`src/rtl/serial_add_ctrl_if.sv`:
```
// Request/result bundle between a requester and the bit-serial adder.
// The requester drives operands and start; the sequencer returns status and result.
interface serial_add_ctrl_if #(
    parameter int WIDTH = 8
);
    logic             start;
    logic [WIDTH-1:0] A;
    logic [WIDTH-1:0] B;
    logic             Cin;
    logic             busy;
    logic             done;
    logic [WIDTH-1:0] SUM;
    logic             Cout;

    modport master (
        output start,
        output A,
        output B,
        output Cin,
        input  busy,
        input  done,
        input  SUM,
        input  Cout
    );

    modport slave (
        input  start,
        input  A,
        input  B,
        input  Cin,
        output busy,
        output done,
        output SUM,
        output Cout
    );
endinterface

```
`src/rtl/serial_add_ctrl.sv`:
```
// Bit-serial adder: one shared full_adder cell, LSB first, one bit per clock.
// Operands are captured on accept; result and carry-out update once per op.
module full_adder (
    input  logic a,
    input  logic b,
    input  logic ci,
    output logic s,
    output logic co
);
    logic p;

    assign p  = a ^ b;
    assign s  = p ^ ci;
    assign co = (a & b) | (ci & p);
endmodule

module serial_add_ctrl #(
    parameter int WIDTH = 8
) (
    input logic                clk,
    input logic                rst_n,
    serial_add_ctrl_if.slave   bus
);
    localparam int CW = (WIDTH > 1) ? $clog2(WIDTH) : 1;
    localparam logic [CW-1:0] LAST = CW'(WIDTH - 1);

    typedef enum logic [1:0] {
        IDLE = 2'd0,
        RUN  = 2'd1,
        DONE = 2'd2
    } state_t;

    state_t           state;
    logic [WIDTH-1:0] a_sr;
    logic [WIDTH-1:0] b_sr;
    logic [WIDTH-1:0] res_sr;
    logic             carry;
    logic [CW-1:0]    cnt;
    logic             busy_q;
    logic             done_q;
    logic [WIDTH-1:0] sum_q;
    logic             cout_q;

    logic             fa_s;
    logic             fa_co;
    logic [WIDTH-1:0] res_nxt;

    full_adder u_fa (
        .a  (a_sr[0]),
        .b  (b_sr[0]),
        .ci (carry),
        .s  (fa_s),
        .co (fa_co)
    );

    // New sum bit enters at the MSB so the LSB lands in bit 0 after WIDTH shifts.
    assign res_nxt = {fa_s, res_sr[WIDTH-1:1]};

    always_ff @(posedge clk) begin
        if (!rst_n) begin
            state  <= IDLE;
            a_sr   <= '0;
            b_sr   <= '0;
            res_sr <= '0;
            carry  <= 1'b0;
            cnt    <= '0;
            busy_q <= 1'b0;
            done_q <= 1'b0;
            sum_q  <= '0;
            cout_q <= 1'b0;
        end else begin
            case (state)
                IDLE, DONE: begin
                    done_q <= 1'b0;
                    if (bus.start) begin
                        state  <= RUN;
                        busy_q <= 1'b1;
                        a_sr   <= bus.A;
                        b_sr   <= bus.B;
                        carry  <= bus.Cin;
                        cnt    <= '0;
                    end else begin
                        state  <= IDLE;
                    end
                end
                RUN: begin
                    a_sr   <= a_sr >> 1;
                    b_sr   <= b_sr >> 1;
                    res_sr <= res_nxt;
                    carry  <= fa_co;
                    if (cnt == LAST) begin
                        state  <= DONE;
                        busy_q <= 1'b0;
                        done_q <= 1'b1;
                        sum_q  <= res_nxt;
                        cout_q <= fa_co;
                        cnt    <= '0;
                    end else begin
                        cnt    <= cnt + 1'b1;
                    end
                end
                default: begin
                    state  <= IDLE;
                    busy_q <= 1'b0;
                    done_q <= 1'b0;
                end
            endcase
        end
    end

    assign bus.busy = busy_q;
    assign bus.done = done_q;
    assign bus.SUM  = sum_q;
    assign bus.Cout = cout_q;
endmodule

```
`src/flat_wrapper.sv`:
```
// flat-port wrapper written by rule: the top's interface ports become plain ports
module serial_add_ctrl_flat 
#(
    parameter int WIDTH = 8
)
  (clk, rst_n, bus_start, bus_A, bus_B, bus_Cin, bus_busy, bus_done, bus_SUM, bus_Cout);
  serial_add_ctrl_if #(.WIDTH(WIDTH)) bus_i ();
  input logic clk;
  input logic rst_n;
  input wire logic [$bits(bus_i.start)-1:0] bus_start;
  input wire logic [$bits(bus_i.A)-1:0] bus_A;
  input wire logic [$bits(bus_i.B)-1:0] bus_B;
  input wire logic [$bits(bus_i.Cin)-1:0] bus_Cin;
  output wire logic [$bits(bus_i.busy)-1:0] bus_busy;
  output wire logic [$bits(bus_i.done)-1:0] bus_done;
  output wire logic [$bits(bus_i.SUM)-1:0] bus_SUM;
  output wire logic [$bits(bus_i.Cout)-1:0] bus_Cout;
  assign bus_i.start = bus_start;
  assign bus_i.A = bus_A;
  assign bus_i.B = bus_B;
  assign bus_i.Cin = bus_Cin;
  assign bus_busy = bus_i.busy;
  assign bus_done = bus_i.done;
  assign bus_SUM = bus_i.SUM;
  assign bus_Cout = bus_i.Cout;
  serial_add_ctrl #(.WIDTH(WIDTH)) u_core (.clk(clk), .rst_n(rst_n), .bus(bus_i));
endmodule
```
`config.mk`:
```
export PLATFORM = sky130hd
export DESIGN_NAME = serial_add_ctrl_flat
export DESIGN_NICKNAME = d
export VERILOG_FILES = /design/src/rtl/serial_add_ctrl_if.sv /design/src/rtl/serial_add_ctrl.sv /design/src/flat_wrapper.sv
export SDC_FILE = /design/constraint.sdc
export NUM_CORES = 1
export LEC_CHECK = 0
export BUFFER_PORTS_ARGS = -buffer_cell sky130_fd_sc_hd__buf_4
export CAP_MARGIN = 15
export CORE_MARGIN = 1
export CORE_UTILIZATION = 48
export DETAILED_ROUTE_END_ITERATION = 16
export MAX_ROUTING_LAYER = met4
export PLACE_DENSITY = 0.8
export SYNTH_ARGS = -nofsm -noshare
export SYNTH_HDL_FRONTEND = slang
export SYNTH_HIERARCHICAL = 1
export SYNTH_SLANG_ARGS = --single-unit
```
`constraint.sdc`:
```
create_clock -name clk -period 1.2 [get_ports clk]
set_input_delay 0.06 -clock clk [delete_from_list [all_inputs] [get_ports clk]]
set_output_delay 0.06 -clock clk [all_outputs]
set_load 0.02 [all_outputs]
```
# ---- Word level (Yosys, flattened, before mapping)
# Index checks and enable logic that the tools add are counted.
# Widths: inputs -> output; s select.
dict set report classes {
  n_addsub 1
  n_mul 0
  div_mod_pow 0
  n_lt_le_gt_ge 0
  n_eq_ne 5
  shift 0
  n_mux 15
  n_bitwise 5
  reduce_logical 7
}
# cell count
set ops {}
lappend ops {{$pmux 8 s2} 2}
lappend ops {{$mux 8} 2}
lappend ops {{$reduce_and 2->1} 4}
lappend ops {{$mux 3} 2}
lappend ops {{$pmux 3 s2} 1}
lappend ops {{$mux 1} 4}
lappend ops {{$pmux 1 s2} 2}
lappend ops {{$pmux 2 s2} 1}
lappend ops {{$add 3x1->3 const B} 1}
lappend ops {{$eq 3x3->1 const B} 1}
lappend ops {{$and 1x1->1} 2}
lappend ops {{$eq 2x1->1 const B} 1}
lappend ops {{$eq 2x2->1 const B} 1}
lappend ops {{$logic_not 2->1} 1}
lappend ops {{$mux 2} 1}
lappend ops {{$ne 2x1->1 const B} 1}
lappend ops {{$ne 2x2->1 const B} 1}
lappend ops {{$reduce_bool 2->1} 1}
lappend ops {{$reduce_or 2->1} 1}
lappend ops {{$xor 1x1->1} 2}
lappend ops {{$or 1x1->1} 1}
dict set report word_totals {
  regBits 41
  latch_bits 0
  mem_bits_rw 0
  rom_bits 0
  output_inout_bits 11
  mem_count 0
}

# ---- Logic depth before layout (Yosys ltp)
# Gate-level depths: netlist (run 1).
dict set report depth {
  ltp_word 4
  ltp_mapped 5
  ltp_nobuf 5
}

# ---- Modules after synthesis
# The synthesis (run 1) kept the hierarchy.
# mod instances cells_per_inst area_each_um2
set modules_own_cells {}
lappend modules_own_cells {serial_add_ctrl 1 194 1622.8}
lappend modules_own_cells {full_adder 1 1 20.0}

# ---- Least setup slack after synthesis (run 1)
# No wires, ideal clock.
dict set report synth_timing {
  path_kind {register to register}
  startpoint {register u_core.cnt[0]}
  endpoint {register u_core.cout_q (netlist: u_core/bus.Cout)}
  setup_ns 0.076
  arrival_ns 1.137
  required_ns 1.124
  setup_slack_ns -0.013
  path_stages_with_launch 6
  n_path_buf 1
  cell_sequence {dfxtp_1 ha_1 ha_1 clkbuf_1 nand3_1 a21boi_0}
}
dict set report synth_between {
  elab_chain_len 2
}
# element line_no
set synth_rtl {}
lappend synth_rtl {{from (decl)} serial_add_ctrl.sv:38} ;# logic [CW-1:0] cnt;
lappend synth_rtl {{from (signal assigned)} serial_add_ctrl.sv:99} ;# cnt <= cnt + 1'b1;
lappend synth_rtl {{$eq 3x3->1} serial_add_ctrl.sv:91} ;# if (cnt == LAST) begin
lappend synth_rtl {{$reduce_and 2->1 (no line)} --}
lappend synth_rtl {{to (signal assigned)} serial_add_ctrl.sv:96} ;# cout_q <= fa_co;
lappend synth_rtl {{to (decl)} serial_add_ctrl.sv:42} ;# logic cout_q;
# No other way between the ends.
# A chain may end at the register's enable or synchronous reset.

# ---- Worst setup path after layout (run 1)
dict set report layout_timing {
  startpoint {register u_core.carry}
  endpoint {register u_core.sum_q[7] (netlist: u_core/bus.SUM[7])}
}
dict set report layout_between {
  elab_chain_len 1
}
# element line_no
set layout_rtl {}
lappend layout_rtl {{from (decl)} serial_add_ctrl.sv:37} ;# logic carry;
lappend layout_rtl {{from (signal assigned)} serial_add_ctrl.sv:80} ;# carry <= bus.Cin;
lappend layout_rtl {{from (signal assigned)} serial_add_ctrl.sv:90} ;# carry <= fa_co;
lappend layout_rtl {{$xor 1x1->1} serial_add_ctrl.sv:13} ;# assign s = p ^ ci;
lappend layout_rtl {{via u_core.fa_s} serial_add_ctrl.sv:44} ;# logic fa_s;
lappend layout_rtl {{to (signal assigned)} serial_add_ctrl.sv:95} ;# sum_q <= res_nxt;
lappend layout_rtl {{to (decl)} serial_add_ctrl.sv:41} ;# logic [WIDTH-1:0] sum_q;
# The timed path passes the listed nets, and every way through them passes these cells.

==> metrics.cfg, run 1 <==
[critical_path]
cp_data_arrival_time_ns = 1.48
crit_fanout = 2
critPathCaptureType = flop
reg2reg_to = u_core/bus.SUM[7]
crit_type = flop to flop
r2r_slack_ns = 0.005
path_buf_inv = 0
path_cells = fa_1 > nand3_2 > a21boi_1
r2r-start = u_core/carry
crit_family = adder cells
r2r_cells = 3
start_kind = flop
slowest_delay_ns = 0.58
crit_required_ns = 1.48
worst_path_max_delay_cell = fa_1

[clock_network]
htree_levels = 2
tritoncts = built
clockBufferDepth = 2
clock-sinks = 40
numCtsBuffers = 5
worstSkewPairLatency_ns = 0.34
root_buffer = clkbuf_4
clk_pin_slew_ns = 0.11
postCtsSetupBuffers = 0

[pwr]
p_sw_w = 0.000646
seqPwrFrac_pct = 56.7
internal_power_w = 0.00189
clockPowerShare_pct = 27.7
p_leak_nw = 0.888
switching_share_pct = 25.4
comb_power_share_pct = 15.6
cellPowerDensity_nw_per_um2 = 1130
peakVddDrop_uv = 790

[run]
max-cap-violations = 0

[finish]
layout.nets = 268
final_cell_mix = nand2_1 (54), buf_4 (36), dfxtp_1 (35), dlygate4sd3_1 (17)
utilization_pct = 71.5
multi_input_area_um2 = 810
fillCellCount = 270
regArea_um2 = 810
syn_to_final_growth_pct = 37.2
final_common_cell = nand2_1
drive_gt1_share_pct = 24.9
diodes = 0

[timing]
worst_pin_slew_ns = 0.308
hold_viol_final = 0
finalClockSkew_ns = 0.00346
rsz0062_at_grt = yes
slew_headroom_pct = 79.4
finalCritPeriodShare_pct = 99.6
hold_ws_ns = 0.118
report.final.slew_viol_count = 0
finalSetupViolations = 0
period_minus_slack_ns = 1.19
max_freq_mhz = 837

[detailed_routing]
routed_wl_mm = 3.77
dr_total_vias = 1520
drt_first_pass_iters = 4
antenna_left = 0
drcViolationCount = 0
vias_per_cell = 5.26
drtIter0Drc = 96
wl_per_cell_um = 13.1

[die]
fp.coreArea_um2 = 3150
die_area_um2 = 3660
placement_rows = 20
die_y_um = 60.5
die_x_um = 60.5
ios = 31
start_util_pct = 52.1

[synth]
ys_types = 20
synth_fp_nets = 219
yosys_warnings = 6
syn_inst = 195
synth_top_area_share_pct = 48.7
syn_area_um2 = 1640
synth_top_area_cell = dfxtp_1
synth_area_per_cell_um2 = 8.42
netlist_top_cells_area = dfxtp_1 (49%), nand2_1 (13%), a21boi_0 (9.1%)
ys_ff_latch = 40
seq_area_frac_synth_pct = 48.7

[grt]
grt_pass1_wl_mm = 5.78
antenna_found_initial = 0
grt-ovfl-total = 0
gr-usage-all-layers_pct = 22.3
grt_pass1_vias = 1288
grt_max_degree = 44

[worst_hold_path]
worstHoldStart = rst_n
min_to = u_core/carry
min_path_cells = 3
hp-class = input pin to flop

[status]
status = finished, final reports clean

[placed_design]
hpwlAfterDp_mm = 2.11
place.gp.congestion = 0.777
portBuffers = 30

[through the flow]
stage / total power [W] / area [µm²] / instances / setup TNS (ns) / worst slack (ns)
after floorplan: 0.00166 / 1640 / 195 / 0 / 0.00846
after global placement: 0.00177 / 1930 / 262 / 0 / 0.00927
after detailed placement: 0.00178 / 1930 / 262 / -0.407 / -0.0897
after CTS: 0.00252 / 2200 / 288 / 0 / 0.00194
after global routing: 0.00268 / 2250 / 289 / -0.302 / -0.0478
final: 0.00254 / 2250 / 289 / 0 / 0.00508
[power by group through the flow]
| stage | clock network (W) | logic, W | registers, W |
|---|---|---|---|
| 6_report | 0.000703 | 0.000396 | 0.00144 |
| 5_1_grt | 0.000797 | 0.000436 | 0.00145 |
| 4_1_cts | 0.000722 | 0.000363 | 0.00144 |
| 3_5_place_dp | 0 | 0.000315 | 0.00146 |
| 3_3_place_gp | 0 | 0.000308 | 0.00146 |
| 2_1_floorplan | 0 | 0.000206 | 0.00146 |
[repair_timing]
item | CTS | global route
hold buffers | 17 | 0
resized for setup | 17 | 13
hold endpoints to repair | 17 | 0
pin swaps | 8 | 7
setup endpoints to repair | 11 | 28
gates cloned | 1 | 1
[how the worst max path moves through the flow]
stage,from,end,cells after the start
2_1_floorplan,u_core/cnt[0],u_core/bus.Cout,5
3_3_place_gp,u_core/cnt[0],u_core/bus.SUM[7],6
3_5_place_dp,u_core/cnt[0],u_core/bus.SUM[6],6
4_1_cts,u_core/cnt[1],u_core/bus.SUM[6],6
5_1_grt,u_core/cnt[0],u_core/bus.SUM[0],6
6_report,u_core/carry,u_core/bus.SUM[7],3
[worst min-delay path: stages]
cell and delay (ns):
buf_4 0.21, o21ai_0 0.11, a31oi_1 0.04
[Yosys cell counts, drive strengths merged]
master / number
nand2: 57
dfxtp: 40
a21boi: 20
o21ai: 17
a31oi: 16
nand3: 13
buf: 10
clkbuf: 6
ha: 3
nor2b: 3
nand2b: 2
a21oi: 1
and2: 1
and2b: 1
and3: 1
fa: 1
nand3b: 1
nor4b: 1
o211a: 1
[cell type report]
cell class,instances,share of cell area (%)
sequential,40,35.9
multi-input combinational,139,35.9
timing repair buffer,58,23.1
clock buffer,8,2.61
tap,44,2.44
[sequential cells by signal (all words and copies together), names as in the netlist]
signal,count
u_core/carry,1
u_core/bus.Cout,1
u_core/bus.done,1
u_core/bus.busy,1
u_core/cnt,3
u_core/res_sr,7
u_core/b_sr,8
u_core/state,2
u_core/bus.SUM,8
u_core/a_sr,8
[layer usage]
metal	GRT usage, %	part of all wire, %
met2	39.2	52
met3	5.97	3.7
met4	7.79	0.77
met1	24.0	44
met5	-	0
[kinds of logic (layout without fill, tap and decap cells)]
family                     after synthesis  in the layout  share of synthesized area (%)
and+or+nand+nor                         80             80                           21.1
AOI/OAI and AO/OA                       55             55                           21.3
DFF                                     40             40                           48.7
buffers and inverters                   16             66                           5.33
adders and majority gates                4              4                           3.50
(Power assumes the default switching activity.)
==> run 2, diff against run 1 <==
- CELL_PAD_IN_SITES_DETAIL_PLACEMENT: unset -> 1
- CELL_PAD_IN_SITES_GLOBAL_PLACEMENT: unset -> 2
- CORE_UTILIZATION: 48 -> 28
- PLACE_DENSITY: 0.8 -> 0.79
- RECOVER_POWER: unset -> 50
==> run 2 against run 1 <==
Clock power grew 30%; hold slack lost 0.088 ns; wire length fell by 0.64%; sequential power is essentially flat; critical endpoint is now u_core/bus.SUM[1].
==> metrics.cfg, run 2 (synthesized netlist as in run 1, its figures left out) <==
[status]
status = finished, final reports clean

[timing]
hold_ws_ns = 0.0292  ; -0.0885 ns
hold_viol_final = 0  ; unchanged
worst_pin_slew_ns = 0.336  ; +0.0275 ns
fin_ws_ns = 0.00904  ; +0.00396 ns
finalClockSkew_ns = 0.00190  ; -0.00156 ns
max_freq_mhz = 840  ; +0.33%
finalCritPeriodShare_pct = 99.2  ; -0.33 points
rsz0062_at_grt = yes
period_minus_slack_ns = 1.19  ; -0.00396 ns
slew_headroom_pct = 77.6  ; -1.8 points
finalSetupViolations = 0  ; unchanged
report.final.slew_viol_count = 0  ; unchanged
tns_ns = 0  ; unchanged

[die]
die_area_um2 = 6180  ; +69%
ios = 31  ; unchanged
die_x_um = 78.6  ; +30%
placement_rows = 27  ; +35%
fp.coreArea_um2 = 5570  ; +77%
die_y_um = 78.6  ; +30%
start_util_pct = 29.5  ; -23 points

[finish]
final_cell_mix = nand2_1 (51), dfxtp_1 (34), buf_4 (25), o21ai_0 (17), a31oi_1 (16)
regArea_um2 = 808  ; -0.15%
layout.nets = 251  ; -6.3%
diodes = 0  ; unchanged
utilization_pct = 38.3  ; -33 points
syn_to_final_growth_pct = 30.0
drive_gt1_share_pct = 25.0  ; +0.10 points
fillCellCount = 666  ; +150%
final_common_cell = nand2_1
multi_input_area_um2 = 820  ; +1.2%

[grt]
grt_use_met3_pct = 4.30  ; -1.7 points
grt_max_degree = 41  ; -6.8%
grt_pass1_wl_mm = 6.62  ; +15%
gr-usage-all-layers_pct = 14.0  ; -8.2 points
antenna_found_initial = 0  ; unchanged
met1_usage_pct = 15.3  ; -8.7 points
grt_util_met2_pct = 23.7  ; -16 points
grt_pass1_vias = 1471  ; +14%
grt-busiest-layer = met2
grt-ovfl-total = 0  ; unchanged

[clock_network]
clock-sinks = 40  ; unchanged
root_buffer = clkbuf_8
cts_hold_buf = 0  ; -17
htree_levels = 2  ; unchanged
clk_pin_slew_ns = 0.07  ; -0.04 ns
clockBufferDepth = 2  ; unchanged
tritoncts = built
worstSkewPairLatency_ns = 0.28  ; -0.06 ns
numCtsBuffers = 5  ; unchanged

[worst_hold_path]
min_path_cells = 3  ; unchanged
hp-class = input pin to flop
worstHoldStart = bus_A[7]
min_to = u_core/a_sr[7]

[pwr]
cellPowerDensity_nw_per_um2 = 1260  ; +12%
peakVddDrop_uv = 594  ; -25%
p_leak_nw = 0.790  ; -11%

[critical_path]
r2r_cells = 6  ; +3
critPathCaptureType = flop
r2r_slack_ns = 0.009  ; about the same
crit_required_ns = 1.42  ; -0.06 ns
cp_data_arrival_time_ns = 1.41  ; -0.07 ns
r2r-start = u_core/cnt[0]
reg2reg_to = u_core/bus.SUM[1]
crit_fanout = 5  ; +3
crit_type = flop to flop
start_kind = flop

[detailed_routing]
routed_wl_mm = 3.75  ; -0.64%
drtIter0Drc = 52  ; -46%
vias_per_cell = 4.85  ; -7.7%
dr_total_vias = 1456  ; -4.2%
antenna_left = 0  ; unchanged
wl_per_cell_um = 12.5  ; -4.3%
drt_first_pass_iters = 4  ; unchanged
drcViolationCount = 0  ; unchanged

[placed_design]
hpwlAfterDp_mm = 2.42  ; +15%
pre_cts_slack_ns = -0.0788  ; +0.0109 ns
portBuffers = 30  ; unchanged
place.gp.congestion = 0.679  ; -13%

[run]
max-cap-violations = 0  ; unchanged

-- run 2: through the flow --
| stage | cell area [µm²] | power, W | instances |
|---|---|---|---|
| floorplan | 1640 | 0.00166 | 195 |
| global placement | 2000 | 0.00180 | 291 |
| detailed placement | 2000 | 0.00181 | 291 |
| CTS | 2120 | 0.00275 | 299 |
| global route | 2140 | 0.00287 | 300 |
| finish | 2140 | 0.00270 | 300 |
-- run 2: cell type report --
type | instances | area share [%]
multi-input cells | 139 | 38.4
flip-flops and latches | 40 | 37.8
repair buffers | 41 | 15.3
clock buffers | 8 | 4.22
well taps | 72 | 4.22
-- run 2: how the worst max path moves through the flow --
stage	from	to	slack, ns	cells after the start
floorplan	u_core/cnt[0]	u_core/bus.Cout	0.008	5
global placement	u_core/cnt[0]	u_core/bus.SUM[7]	-0.01	6
detailed placement	u_core/cnt[0]	u_core/bus.SUM[7]	-0.08	6
CTS	u_core/a_sr[0]	u_core/bus.SUM[7]	-0.001	3
global route	u_core/carry	u_core/bus.SUM[7]	-0.05	3
finish	u_core/cnt[0]	u_core/bus.SUM[1]	0.009	6
-- run 2: report_power, final --
part	internal [W]	switching, W
Sequential	0.00140	0.0000402
Clock	0.000469	0.000442
Combinational	0.000171	0.000176
-- run 2: critical path, cell delays in order, from the launching register on --
cell and delay, ns:
dfxtp_2 0.34, ha_4 0.17, ha_4 0.15, nand3b_1 0.15, buf_6 0.15, nand2_1 0.05
a21boi_1 0.12
-- run 2: routing by layer --
metal | vias to the layer above | part of all wire, % | wire [µm]
li1 | 726 | - | -
met1 | 701 | 46 | 1740
met2 | 27 | 48 | 1800
met3 | 2 | 4.8 | 180
met4 | 0 | 0.75 | 28
met5 | - | 0 | 0
-- run 2: timing repair --
item	4_1_cts	5_1_grt
setup endpoints to repair	11	36
buffers inserted	0	1
pin swaps	2	10
gates resized for setup	18	16
==> run 3, diff against run 2 <==
- CAP_MARGIN: 15 -> 10
- clock period: 1.2 -> 1.01 ns (I/O delays scaled with it)
==> run 3 against run 2 <==
The flow now finishes with violations (setup timing); first-iteration DRC count grew 5.8%; worst setup slack lost 0.20 ns; sequential share of layout area shrank 8.0 points; non-clock buffer count grew 20; critical path type unchanged.
==> metrics.cfg, run 3 (synthesized netlist as in run 1, its figures left out) <==
[critical_path]
crit_required_ns = 1.23  ; -0.19 ns
start_kind = flop
r2r_slack_ns = -0.19  ; -0.20 ns
critPathCaptureType = flop
crit_type = flop to flop
cpMostUsedCell = ha_4
crit_fanout = 4  ; -1
slowest_delay_ns = 0.34  ; about the same
worst_path_max_delay_cell = dfxtp_2
r2r_cells = 6  ; unchanged
path_cells = ha_4 > ha_4 > nand3b_1 > buf_6 > nand2_2 > a21boi_1
cp_data_arrival_time_ns = 1.42  ; about the same

[timing]
rsz0062_at_grt = yes
period_minus_slack_ns = 1.20  ; +0.00912 ns
finalClockSkew_ns = 0.00471  ; +0.00281 ns
finalCritPeriodShare_pct = 119  ; +20 points
slew_headroom_pct = 76.2  ; -1.4 points
worst_pin_slew_ns = 0.356  ; +0.0206 ns
fin_ws_ns = -0.190  ; -0.199 ns
max_freq_mhz = 833  ; -0.76%
finalSetupViolations = 39  ; +39
hold_viol_final = 0  ; unchanged
tns_ns = -5.02  ; -5.02 ns
report.final.slew_viol_count = 0  ; unchanged
hold_ws_ns = 0.0242  ; -0.00498 ns

[detailed_routing]
drtIter0Drc = 55  ; +5.8%
wl_per_cell_um = 15.6  ; +25%
wl_met1_mm = 2.06  ; +18%
drt_first_pass_iters = 3  ; -1
routed_wl_mm = 5.01  ; +33%
dr_total_vias = 1552  ; +6.6%
antenna_left = 0  ; unchanged
drcViolationCount = 0  ; unchanged
vias_per_cell = 4.85  ; about the same
wl_met3_um = 154  ; -14%
top_layer = met4
wl_met2_mm = 2.77  ; +54%

[grt]
grt_max_degree = 41  ; unchanged
grt_pass1_vias = 1532  ; +4.1%
antenna_found_initial = 0  ; unchanged
grt-ovfl-total = 0  ; unchanged
grt_pass1_wl_mm = 7.25  ; +9.4%
gr-usage-all-layers_pct = 15.4  ; +1.3 points

[die]
ios = 31  ; unchanged
start_util_pct = 29.5  ; unchanged
placement_rows = 27  ; unchanged
die_area_um2 = 6180  ; unchanged
die_y_um = 78.6  ; unchanged
fp.coreArea_um2 = 5570  ; unchanged
die_x_um = 78.6  ; unchanged

[finish]
fillCellCount = 636  ; -4.5%
diodes = 0  ; unchanged
stdcell_count = 320  ; +6.7%
drive_gt1_share_pct = 48.8  ; +24 points
syn_to_final_growth_pct = 65.6
final_common_cell = buf_4
final_cell_mix = buf_4 (34), dfxtp_1 (33), nand2_1 (28), nand2_2 (16)
layout.nets = 271  ; +8.0%

[run]
max-cap-violations = 0  ; unchanged

[clock_network]
clk_pin_slew_ns = 0.08  ; about the same
numCtsBuffers = 5  ; unchanged
clockBufferDepth = 2  ; unchanged
clock-sinks = 40  ; unchanged
tritoncts = built
root_buffer = clkbuf_8
worstSkewPairLatency_ns = 0.29  ; about the same
cts_hold_buf = 0  ; unchanged
htree_levels = 2  ; unchanged

[pwr]
cellPowerDensity_nw_per_um2 = 1380  ; +9.3%
power.total_w = 0.00375  ; +39%
p_leak_nw = 1.11  ; +41%
peakVddDrop_uv = 669  ; +13%

[placed_design]
portBuffers = 30  ; unchanged
dp.cells = 295  ; +1.4%
place.gp.congestion = 0.685  ; +0.88%
hpwlAfterDp_mm = 2.52  ; +4.1%
pre_cts_slack_ns = -0.139  ; -0.0597 ns

[worst_hold_path]
hp-class = input pin to flop
min_path_cells = 3  ; unchanged

[status]
violations = setup timing
status = finished, violations left

==> run 3: worst paths after layout <==
path / endpoint / from
max reg2reg: u_core/bus.SUM[7] / u_core/cnt[1]
min reg2reg: u_core/bus.SUM[6] / u_core/bus.SUM[6]
min: u_core/a_sr[2] / bus_A[2]
max: u_core/bus.SUM[7] / u_core/cnt[1]
==> run 3: power breakdown <==
group	internal [W]	switching, W	leakage, nW
Clock	0.000733	0.000548	0.0552
Sequential	0.00166	0.0000554	0.330
Combinational	0.000413	0.000342	0.726
==> run 3: repair_timing <==
item | CTS | global route
setup endpoints to repair | 39 | 39
pin swaps | 12 | 44
gates resized for setup | 29 | 62
buffers inserted | 5 | 2
cloned | 2 | 8
==> run 3: cell type report <==
cell class	instances	area [µm²]	area share, %
clock buffer	6	72.6	2.67
clock inverter	2	35.0	1.29
multi-input combinational	139	1030	38.0
sequential	40	812	29.9
tap	72	90.1	3.31
timing repair buffer	61	676	24.8
==> run 3: worst max-delay path, delay by kind of cell (launching register included) <==
family	cells	cell delay (ns)
buf+inv	1	0.14
compound gates	1	0.14
fa+ha+maj	2	0.33
flops	1	0.34
simple gates	2	0.18
==> run 3: per-stage QoR <==
| step | instance area, µm² | util (%) |
|---|---|---|
| detailed placement | 2070 | 37.2 |
| global placement | 2070 | 37.2 |
| finish | 2720 | 48.8 |
| CTS | 2340 | 41.9 |
| floorplan | 1710 | - |
| global route | 2720 | 48.8 |
==> run 3: per-layer routing <==
layer	vias up	GRT usage, %
li1	773	-
met1	746	17.6
met2	28	26.4
met3	5	4.19
met4	0	3.89
met5	-	-
